### src/rtl/vga_timing_pkg.sv
// Shared VGA timing constants and the coordinate type used by every drawer.
// Default mode is 640x480@60 on a 25 MHz pixel clock.
package vga_timing_pkg;

   localparam int H_VISIBLE = 640;
   localparam int H_FP      = 16;
   localparam int H_SYNC    = 96;
   localparam int H_BP      = 48;
   localparam int V_VISIBLE = 480;
   localparam int V_FP      = 10;
   localparam int V_SYNC    = 2;
   localparam int V_BP      = 33;

   localparam int H_TOTAL   = H_VISIBLE + H_FP + H_SYNC + H_BP;
   localparam int V_TOTAL   = V_VISIBLE + V_FP + V_SYNC + V_BP;

   localparam int COORD_W   = 10;
   typedef logic [COORD_W-1:0] coord_t;

endpackage

### src/rtl/vga_delay_line.sv
// Width x depth shift register with asynchronous reset to RST_VAL.
// DEPTH=0 degenerates to a combinational pass-through.
module vga_delay_line #(
   parameter int               WIDTH   = 2,
   parameter int               DEPTH   = 2,
   parameter logic [WIDTH-1:0] RST_VAL = '1
) (
   input  logic             vga_clk,
   input  logic             reset_n,
   input  logic [WIDTH-1:0] d,
   output logic [WIDTH-1:0] q
);

   generate
      if (DEPTH == 0) begin : g_pass
         assign q = d;
      end else begin : g_shift
         logic [WIDTH-1:0] stage [DEPTH];

         // NOTE: every stage is reset so the syncs read inactive, not X, until the pipe refills.
         always_ff @(posedge vga_clk or negedge reset_n) begin
            if (!reset_n) begin
               for (int i = 0; i < DEPTH; i++) stage[i] <= RST_VAL;
            end else begin
               stage[0] <= d;
               for (int i = 1; i < DEPTH; i++) stage[i] <= stage[i-1];
            end
         end

         assign q = stage[DEPTH-1];
      end
   endgenerate

endmodule

### src/rtl/vga_timing_gen.sv
// Pixel timing source: DrawX/DrawY/blank/frame_start plus pipeline-delayed hs_n/vs_n.
// Define VGA_TIMING_FRAME_CNT_EN to build the frame_count register; otherwise it reads 0.
module vga_timing_gen import vga_timing_pkg::*; #(
   parameter int H_VISIBLE = vga_timing_pkg::H_VISIBLE,
   parameter int H_FP      = vga_timing_pkg::H_FP,
   parameter int H_SYNC    = vga_timing_pkg::H_SYNC,
   parameter int H_BP      = vga_timing_pkg::H_BP,
   parameter int V_VISIBLE = vga_timing_pkg::V_VISIBLE,
   parameter int V_FP      = vga_timing_pkg::V_FP,
   parameter int V_SYNC    = vga_timing_pkg::V_SYNC,
   parameter int V_BP      = vga_timing_pkg::V_BP,
   parameter int SYNC_DLY  = 2
) (
   input  logic         vga_clk,
   input  logic         reset_n,
   output coord_t       DrawX,
   output coord_t       DrawY,
   output logic         blank,
   output logic         hs_n,
   output logic         vs_n,
   output logic         frame_start,
   output logic [15:0]  frame_count
);

   localparam int H_TOTAL = H_VISIBLE + H_FP + H_SYNC + H_BP;
   localparam int V_TOTAL = V_VISIBLE + V_FP + V_SYNC + V_BP;

   if (H_TOTAL > 1024 || V_TOTAL > 1024) begin : g_bad_total
      $fatal(1, "vga_timing_gen: H_TOTAL/V_TOTAL exceed the 10-bit coordinate range");
   end
   if (SYNC_DLY < 0 || SYNC_DLY > 7) begin : g_bad_dly
      $fatal(1, "vga_timing_gen: SYNC_DLY must be 0..7");
   end

   localparam coord_t H_LAST   = coord_t'(H_TOTAL - 1);
   localparam coord_t V_LAST   = coord_t'(V_TOTAL - 1);
   localparam coord_t H_VIS_C  = coord_t'(H_VISIBLE);
   localparam coord_t V_VIS_C  = coord_t'(V_VISIBLE);
   localparam coord_t HS_START = coord_t'(H_VISIBLE + H_FP);
   localparam coord_t HS_END   = coord_t'(H_VISIBLE + H_FP + H_SYNC);
   localparam coord_t VS_START = coord_t'(V_VISIBLE + V_FP);
   localparam coord_t VS_END   = coord_t'(V_VISIBLE + V_FP + V_SYNC);

   // run stays low for the first edge after reset so that edge presents (0,0) with frame_start.
   logic   run;
   coord_t hc, vc;
   coord_t hc_nxt, vc_nxt;
   logic   blank_nxt, fs_nxt;
   logic   hs_raw, vs_raw;

   // NOTE: defaults first in always_comb so no path leaves a next-state value unassigned (no latch).
   always_comb begin
      hc_nxt = hc;
      vc_nxt = vc;
      if (run) begin
         if (hc == H_LAST) begin
            hc_nxt = '0;
            vc_nxt = (vc == V_LAST) ? '0 : vc + coord_t'(1);
         end else begin
            hc_nxt = hc + coord_t'(1);
         end
      end
   end

   assign blank_nxt = (hc_nxt < H_VIS_C) && (vc_nxt < V_VIS_C);
   assign fs_nxt    = (hc_nxt == '0) && (vc_nxt == '0);

   // NOTE: sequential state uses non-blocking assignments so every register samples pre-edge values.
   always_ff @(posedge vga_clk or negedge reset_n) begin
      if (!reset_n) begin
         run         <= 1'b0;
         hc          <= '0;
         vc          <= '0;
         blank       <= 1'b0;
         frame_start <= 1'b0;
      end else begin
         run         <= 1'b1;
         hc          <= hc_nxt;
         vc          <= vc_nxt;
         blank       <= blank_nxt;
         frame_start <= fs_nxt;
      end
   end

   assign DrawX  = hc;
   assign DrawY  = vc;
   assign hs_raw = !((hc >= HS_START) && (hc < HS_END));
   assign vs_raw = !((vc >= VS_START) && (vc < VS_END));

   vga_delay_line #(
      .WIDTH   (2),
      .DEPTH   (SYNC_DLY),
      .RST_VAL (2'b11)
   ) u_sync_dly (
      .vga_clk (vga_clk),
      .reset_n (reset_n),
      .d       ({hs_raw, vs_raw}),
      .q       ({hs_n, vs_n})
   );

`ifdef VGA_TIMING_FRAME_CNT_EN
   logic [15:0] frame_cnt_q;

   // The start-up frame_start (run low) is not a completed frame.
   always_ff @(posedge vga_clk or negedge reset_n) begin
      if (!reset_n) begin
         frame_cnt_q <= '0;
      end else if (run && fs_nxt) begin
         frame_cnt_q <= frame_cnt_q + 16'd1;
      end
   end

   assign frame_count = frame_cnt_q;
`else
   assign frame_count = 16'h0000;
`endif

endmodule

### config.mk
export PLATFORM = sky130hd
export DESIGN_NAME = vga_timing_gen
export DESIGN_NICKNAME = d
export VERILOG_FILES = /design/src/rtl/vga_timing_pkg.sv /design/src/rtl/vga_delay_line.sv /design/src/rtl/vga_timing_gen.sv
export SDC_FILE = /design/constraint.sdc
export NUM_CORES = 1
export LEC_CHECK = 0
export ABC_AREA = 0
export CORE_ASPECT_RATIO = 1.75
export CORE_MARGIN = 1.5
export CORE_UTILIZATION = 44
export DETAILED_ROUTE_END_ITERATION = 8
export PLACE_DENSITY = 0.76
export REMOVE_ABC_BUFFERS = 1
export SKIP_CTS_REPAIR_TIMING = 1
export SYNTH_ARGS = -nofsm -noshare
export SYNTH_HDL_FRONTEND = slang
export SYNTH_SLANG_ARGS = --single-unit
### constraint.sdc
create_clock -name vga_clk -period 2.3 [get_ports vga_clk]
set_clock_uncertainty 0.15 [all_clocks]
set_input_delay 0.345 -clock vga_clk [delete_from_list [all_inputs] [get_ports vga_clk]]
set_output_delay 0.345 -clock vga_clk [all_outputs]
set_load 0.005 [all_outputs]
---- After elaboration in Yosys (flattened, before gate mapping) ----
Cells that the tools add are included.
cells by class
  reductions and logical operators ........ 8
  $lt $le $gt $ge ......................... 6
  muxes and demuxes ....................... 5
  equal/unequal tests ..................... 2
  add/subtract/negate cells ............... 2
operators by type and width
  operator                                                                               number
  10-bit 2-to-1 mux                                                                      5
  10-bit by 1-bit adder with 10-bit output (second input constant)                       2
  10-bit equality test (second input constant)                                           2
  10-bit logical NOT                                                                     2
  10-bit < comparator (second input constant)                                            2
  10-bit by 9-bit < comparator with 1-bit output (second input constant)                 2
  10-bit greater-or-equal comparator (second input constant)                             1
  10-bit by 9-bit greater-or-equal comparator with 1-bit output (second input constant)  1
  1-bit logical AND                                                                      4
  1-bit logical NOT                                                                      2
storage, ports and cells
  flip-flop bits (word level) ............. 27
  logic and storage cells ................. 30
  bits of input ports ..................... 2
  output and inout port bits .............. 40

---- Longest topological paths before layout ----
  depth after elaboration ................. 6
  depth in mapped cells ................... 8
  mapped depth without buffers ............ 8

---- Hierarchy ----
From an unflattened synthesis, not the netlist that was laid out.
unflattened totals
  cell total of the unflattened synthesis .. 195
  area total of the unflattened synthesis .. 1781.7 um^2
modules (own cells, without submodules)
  module          area each (um^2)  cells an instance  instances  seq. area each (um^2)
  vga_timing_gen  1661.6            189                1          575.6
  vga_delay_line  120.1             6                  1          105.1

---- Worst setup path before layout ----
OpenSTA, ideal clock, no wires.
  kind .................................... reg2reg
  from .................................... register hc[5] (netlist: DrawX[5])
  to ...................................... register frame_start
  setup time .............................. 0.096 ns
  cell stages (with the launch flop) ...... 7
  setup slack ............................. -0.123 ns
  data arrival time ....................... 2.178 ns
  required time ........................... 2.054 ns
  buffers on the path ..................... 0
  period minus slack after synthesis ...... 2.423 ns
  cells stage by stage .................... dfrtp_1 > or4b_4 > or3_4 > a211oi_1 > a31oi_1 > a211o_1 > nor4_2
between the ends
  word-level cells in the longest chain between the ends .. 5
  elaborated cells on any way between the ends .. 9
  classes of those cells .................. 1 x add/sub; 1 x eq/ne; 4 x mux; 3 x reduce/logical
ends and longest elaborated chain
  element                                                                                  RTL line                                    text
  from (decl)                                                                              vga_timing_gen.sv:46                        coord_t hc, vc;
  from (signal assigned)                                                                   vga_timing_gen.sv:78                        hc <= hc_nxt;
  10-bit by 1-bit adder with 10-bit output / 10-bit equality test (equally long branches)  vga_timing_gen.sv:60, vga_timing_gen.sv:56
  10-bit 2-to-1 mux                                                                        vga_timing_gen.sv:56                        if (hc == H_LAST) begin
  10-bit 2-to-1 mux                                                                        vga_timing_gen.sv:55                        if (run) begin
  10-bit logical NOT                                                                       vga_timing_gen.sv:66                        assign fs_nxt = (hc_nxt == '0) && (vc_nxt == '0);
  1-bit logical AND *                                                                      vga_timing_gen.sv:66
  via fs_nxt                                                                               vga_timing_gen.sv:48                        logic blank_nxt, fs_nxt;
  to (signal assigned)                                                                     vga_timing_gen.sv:81                        frame_start <= fs_nxt;
  to (decl)                                                                                vga_timing_gen.sv:21                        output logic frame_start,
Mark *: on every way through the listed nets, which the timed path passes. The rest lies on a longest branch.

---- Worst setup path after layout ----
  from .................................... register hc[7] (netlist: DrawX[7])
  to ...................................... register frame_start
between the ends
  word-level cells in the longest chain between the ends .. 5
  elaborated cells on any way between the ends .. 9
  classes of those cells .................. 1 x add/sub; 1 x eq/ne; 4 x mux; 3 x reduce/logical
ends and longest elaborated chain
  element               RTL line              text
  10-bit equality test  vga_timing_gen.sv:56
  10-bit 2-to-1 mux     vga_timing_gen.sv:56
  10-bit 2-to-1 mux     vga_timing_gen.sv:55
  via vc_nxt[2]         vga_timing_gen.sv:47  coord_t hc_nxt, vc_nxt;
  10-bit logical NOT    vga_timing_gen.sv:66
  1-bit logical AND     vga_timing_gen.sv:66
  via fs_nxt            vga_timing_gen.sv:48
The timed path passes the listed nets, and every way through them passes these cells.

==> impl_metrics.csv <==
group,metric,value,unit
clock_tree,cts_inserted_buffers,3,
sta,finalSetupViolations,1,
synth,synth.largest_area_cell,"dfrtp_1",
critical_path,arrival,2.41,ns
run_status,violations,"negative setup slack",
sta,setup_slack,-0.0934,ns
route,drt-total-wl,3.70,mm
clock_tree,worstSkewPairLatency,0.26,ns
critical_path,cp_top_family,"simple AND/OR/NAND/NOR gates",
cells_and_area,post-route-util,61.7,%
route,post_drt_wl_per_cell,13.4,µm
route,antenna_left,0,
critical_path,worstRegToRegCells,7,
place,dpl_cell_area,2080,µm²
cells_and_area,fin_area,2220,µm²
sta,fin_crit,2.39,ns
worst_hold_path,whs_path_depth,0,
critical_path,cp_cell_sequence,"or4b_4, nor3_4, buf_4, o21ai_0, o2bb2ai_1, or2_2, nor4_2",
critical_path,critPathLaunchType,"flop",
place,dp_hpwl,2.85,mm
critical_path,cpMaxStageDelayCell,"or4b_4",
floorplanning,start_util,45.2,%
critical_path,r2r-start,"DrawX[7]$_DFF_PN0_",
critical_path,cp_max_fo,6,
cells_and_area,area_growth,36.3,%
floorplanning,die_y,83.4,µm
synth,synth_warnings,0,
cells_and_area,antennaDiodeCount,0,
sta,rsz0062_at_grt,"true",
critical_path,endpoint_kind,"flop",
cells_and_area,drive_gt1_share,25.3,%
power,p_leak,0.00102,µW
critical_path,cp-startpoint,"DrawX[7]$_DFF_PN0_",
worst_hold_path,hold_path_class,"flop to flop",
sta,hold_viol_final,0,
synth,synth_edf_count,0,
run,cap_violations,0,
critical_path,critPathKind,"flop to flop",
cells_and_area,fillers,315,
synth,syn_area,1630,µm²
synth,synthesis.instances,174,
route,drtPass1Iterations,5,
synth,avgSynthCellArea,9.34,µm²
worst_hold_path,hp-start,"u_sync_dly.g_shift.stage[3]$_DFF_PN1_",
route,via_count,1422,
synth,synth.area.top_cells,"dfrtp_1 35%, buf_4 8.3%, dfstp_2 6.5%, xor2_1 4.8%, ha_1 3.8%",
global_route,overflow,0,
synth,synth_seq_cells,27,
critical_path,reg2reg_to,"frame_start$_DFF_PN0_",
floorplanning,ios,42,
critical_path,crit_buf_inv,1,
cells_and_area,fin_nets,237,
cells_and_area,multiInputGateArea,875,µm²
global_route,antenna_found_initial,0,
synth,synth_top_area_share,35.4,%
route,vias_per_cell,5.17,
sta,timing.final.crit_share,104,%
sta,slew_violations,0,
power,irDropWorstVdd,0.583,mV
global_route,grt_pass1_wl,5.96,mm
floorplanning,fp-row-count,29,
critical_path,required,2.32,ns
clock_tree,clk_pin_slew,0.09,ns
critical_path,slowest_delay,0.58,ns
global_route,grt_max_degree,28,
place,dp_slack,-0.240,ns
synth,ys_types,44,
floorplanning,dieArea,4080,µm²
synth,yosys-top-cells-count,"23 x dfrtp_1, 18 x buf_4, 14 x nand2_1",
clock_tree,cts_max_level,1,
sta,hold_ws,0.210,ns
route,drtIter0Drc,35,
floorplanning,fp.dieW,48.9,µm
synth,synth_seq_area_share,41.9,%
synth,synth-async-reset-ratio,100,%
worst_hold_path,hold_path_end,"u_sync_dly.q[1]$_DFF_PN1_",
synth,ys.flop_type,"dfrtp_1",
cells_and_area,final-seq-area,681,µm²
synth,yosys.cell_count.top_type,"dfrtp_1",
floorplanning,core,3590,µm²
critical_path,reg2reg_slack,-0.09,ns
sta,fmax,418,MHz
route,drc,0,
global_route,track_usage,18.6,%
sta,slew_headroom,63.3,%
power,total_power,1300,µW
clock_tree,cts_tree,"yes",
sta,worstMarginPinSlew,0.546,ns
place,portBuffers,25,
global_route,grt_pass1_vias,1380,
run_status,status,"complete, but fails checks",
clock_tree,root_buffer,"clkbuf_8",
clock_tree,cts.sinks,27,
clock_tree,clockBufferDepth,2,
place,routabilityCongestion,0.875,
power,p_per_area,587,nW/µm²
## where the power goes
| part | internal (µW) | total [µW] | switching (µW) |
|---|---|---|---|
| logic | 250 | 490 | 240 |
| clock network | 124 | 259 | 136 |
| registers | 523 | 551 | 27.3 |
## worst register-to-register path, delay by kind of cell, from the launching register on
kind | cells | cell delay, ns
simple gates | 4 | 1.36
flops | 1 | 0.39
compound gates | 2 | 0.22
buf+inv | 1 | 0.18
## worst max-delay path by stage
stage,endpoint,slack [ns],cells past startpoint
floorplan,frame_start$_DFF_PN0_,-0.34,6
finish,frame_start$_DFF_PN0_,-0.09,7
CTS,frame_start$_DFF_PN0_,-0.26,6
global placement,frame_start$_DFF_PN0_,-0.11,6
global route,frame_start$_DFF_PN0_,-0.16,6
detailed placement,frame_start$_DFF_PN0_,-0.24,6
## per-layer routing
metal  share of wire [%]  global-route usage, %  vias to the layer above  wire [µm]
met4                 3.9                   10.1                        0        143
met3                 2.8                   1.62                       14        103
met2                  56                   34.9                       47       2060
met1                  38                   19.6                      682       1390
met5                   0                      0                        -          0
li1                    -                      -                      679          -
## state kept, by name, summed over array words and instances, names as in the netlist
register and flops:
u_sync_dly.q 2, blank 1, frame_start 1, u_sync_dly.g_shift.stage 2, DrawY 10, DrawX 10, run 1
## cells by family (layout without fill, tap and decap cells)
| kind of cell | after synthesis | count (layout) | share of synthesized area, % |
|---|---|---|---|
| buf+inv | 34 | 74 | 12.0 |
| xor+xnor | 14 | 14 | 7.54 |
| compound gates | 26 | 26 | 10.8 |
| fa+ha+maj | 5 | 5 | 3.85 |
| simple gates | 64 | 64 | 22.2 |
| flops | 27 | 27 | 41.9 |
| mux | 2 | 2 | 1.31 |
| other cells | 2 | 17 | 0.462 |
## layout make-up
cell class                 count  share of cell area (%)
sequential                    27                    30.7
inverter                       9                    1.52
timing repair buffer          61                    23.7
clock buffer                   4                    2.03
multi-input combinational    128                    39.5
tap                           46                    2.60
## per-stage QoR
step,std cells,TNS (ns)
after floorplan,164,-0.416
after global placement,269,-0.157
after detailed placement,269,-0.336
after CTS,273,-0.377
after global routing,275,-0.300
final,275,-0.0934
## cells in the final DEF, fill, tap and decap left out, types with 2 or more instances in the layout
cell type         n
nor4b_1           2
buf_4            35
clkbuf_8          3
dfstp_2           4
ha_1              4
nor3_1            7
clkdlybuf4s50_1  25
nor4_2            2
xor2_1            7
inv_1             9
nand3_1           5
nand4_1           9
a21oi_1           2
dfrtp_1          23
nor3_4            2
conb_1           17
o31ai_1           2
o21ai_0           9
nand2_1          14
nor2_1           10
xnor2_1           5
or3_1             2
(Power assumes the default switching activity.)
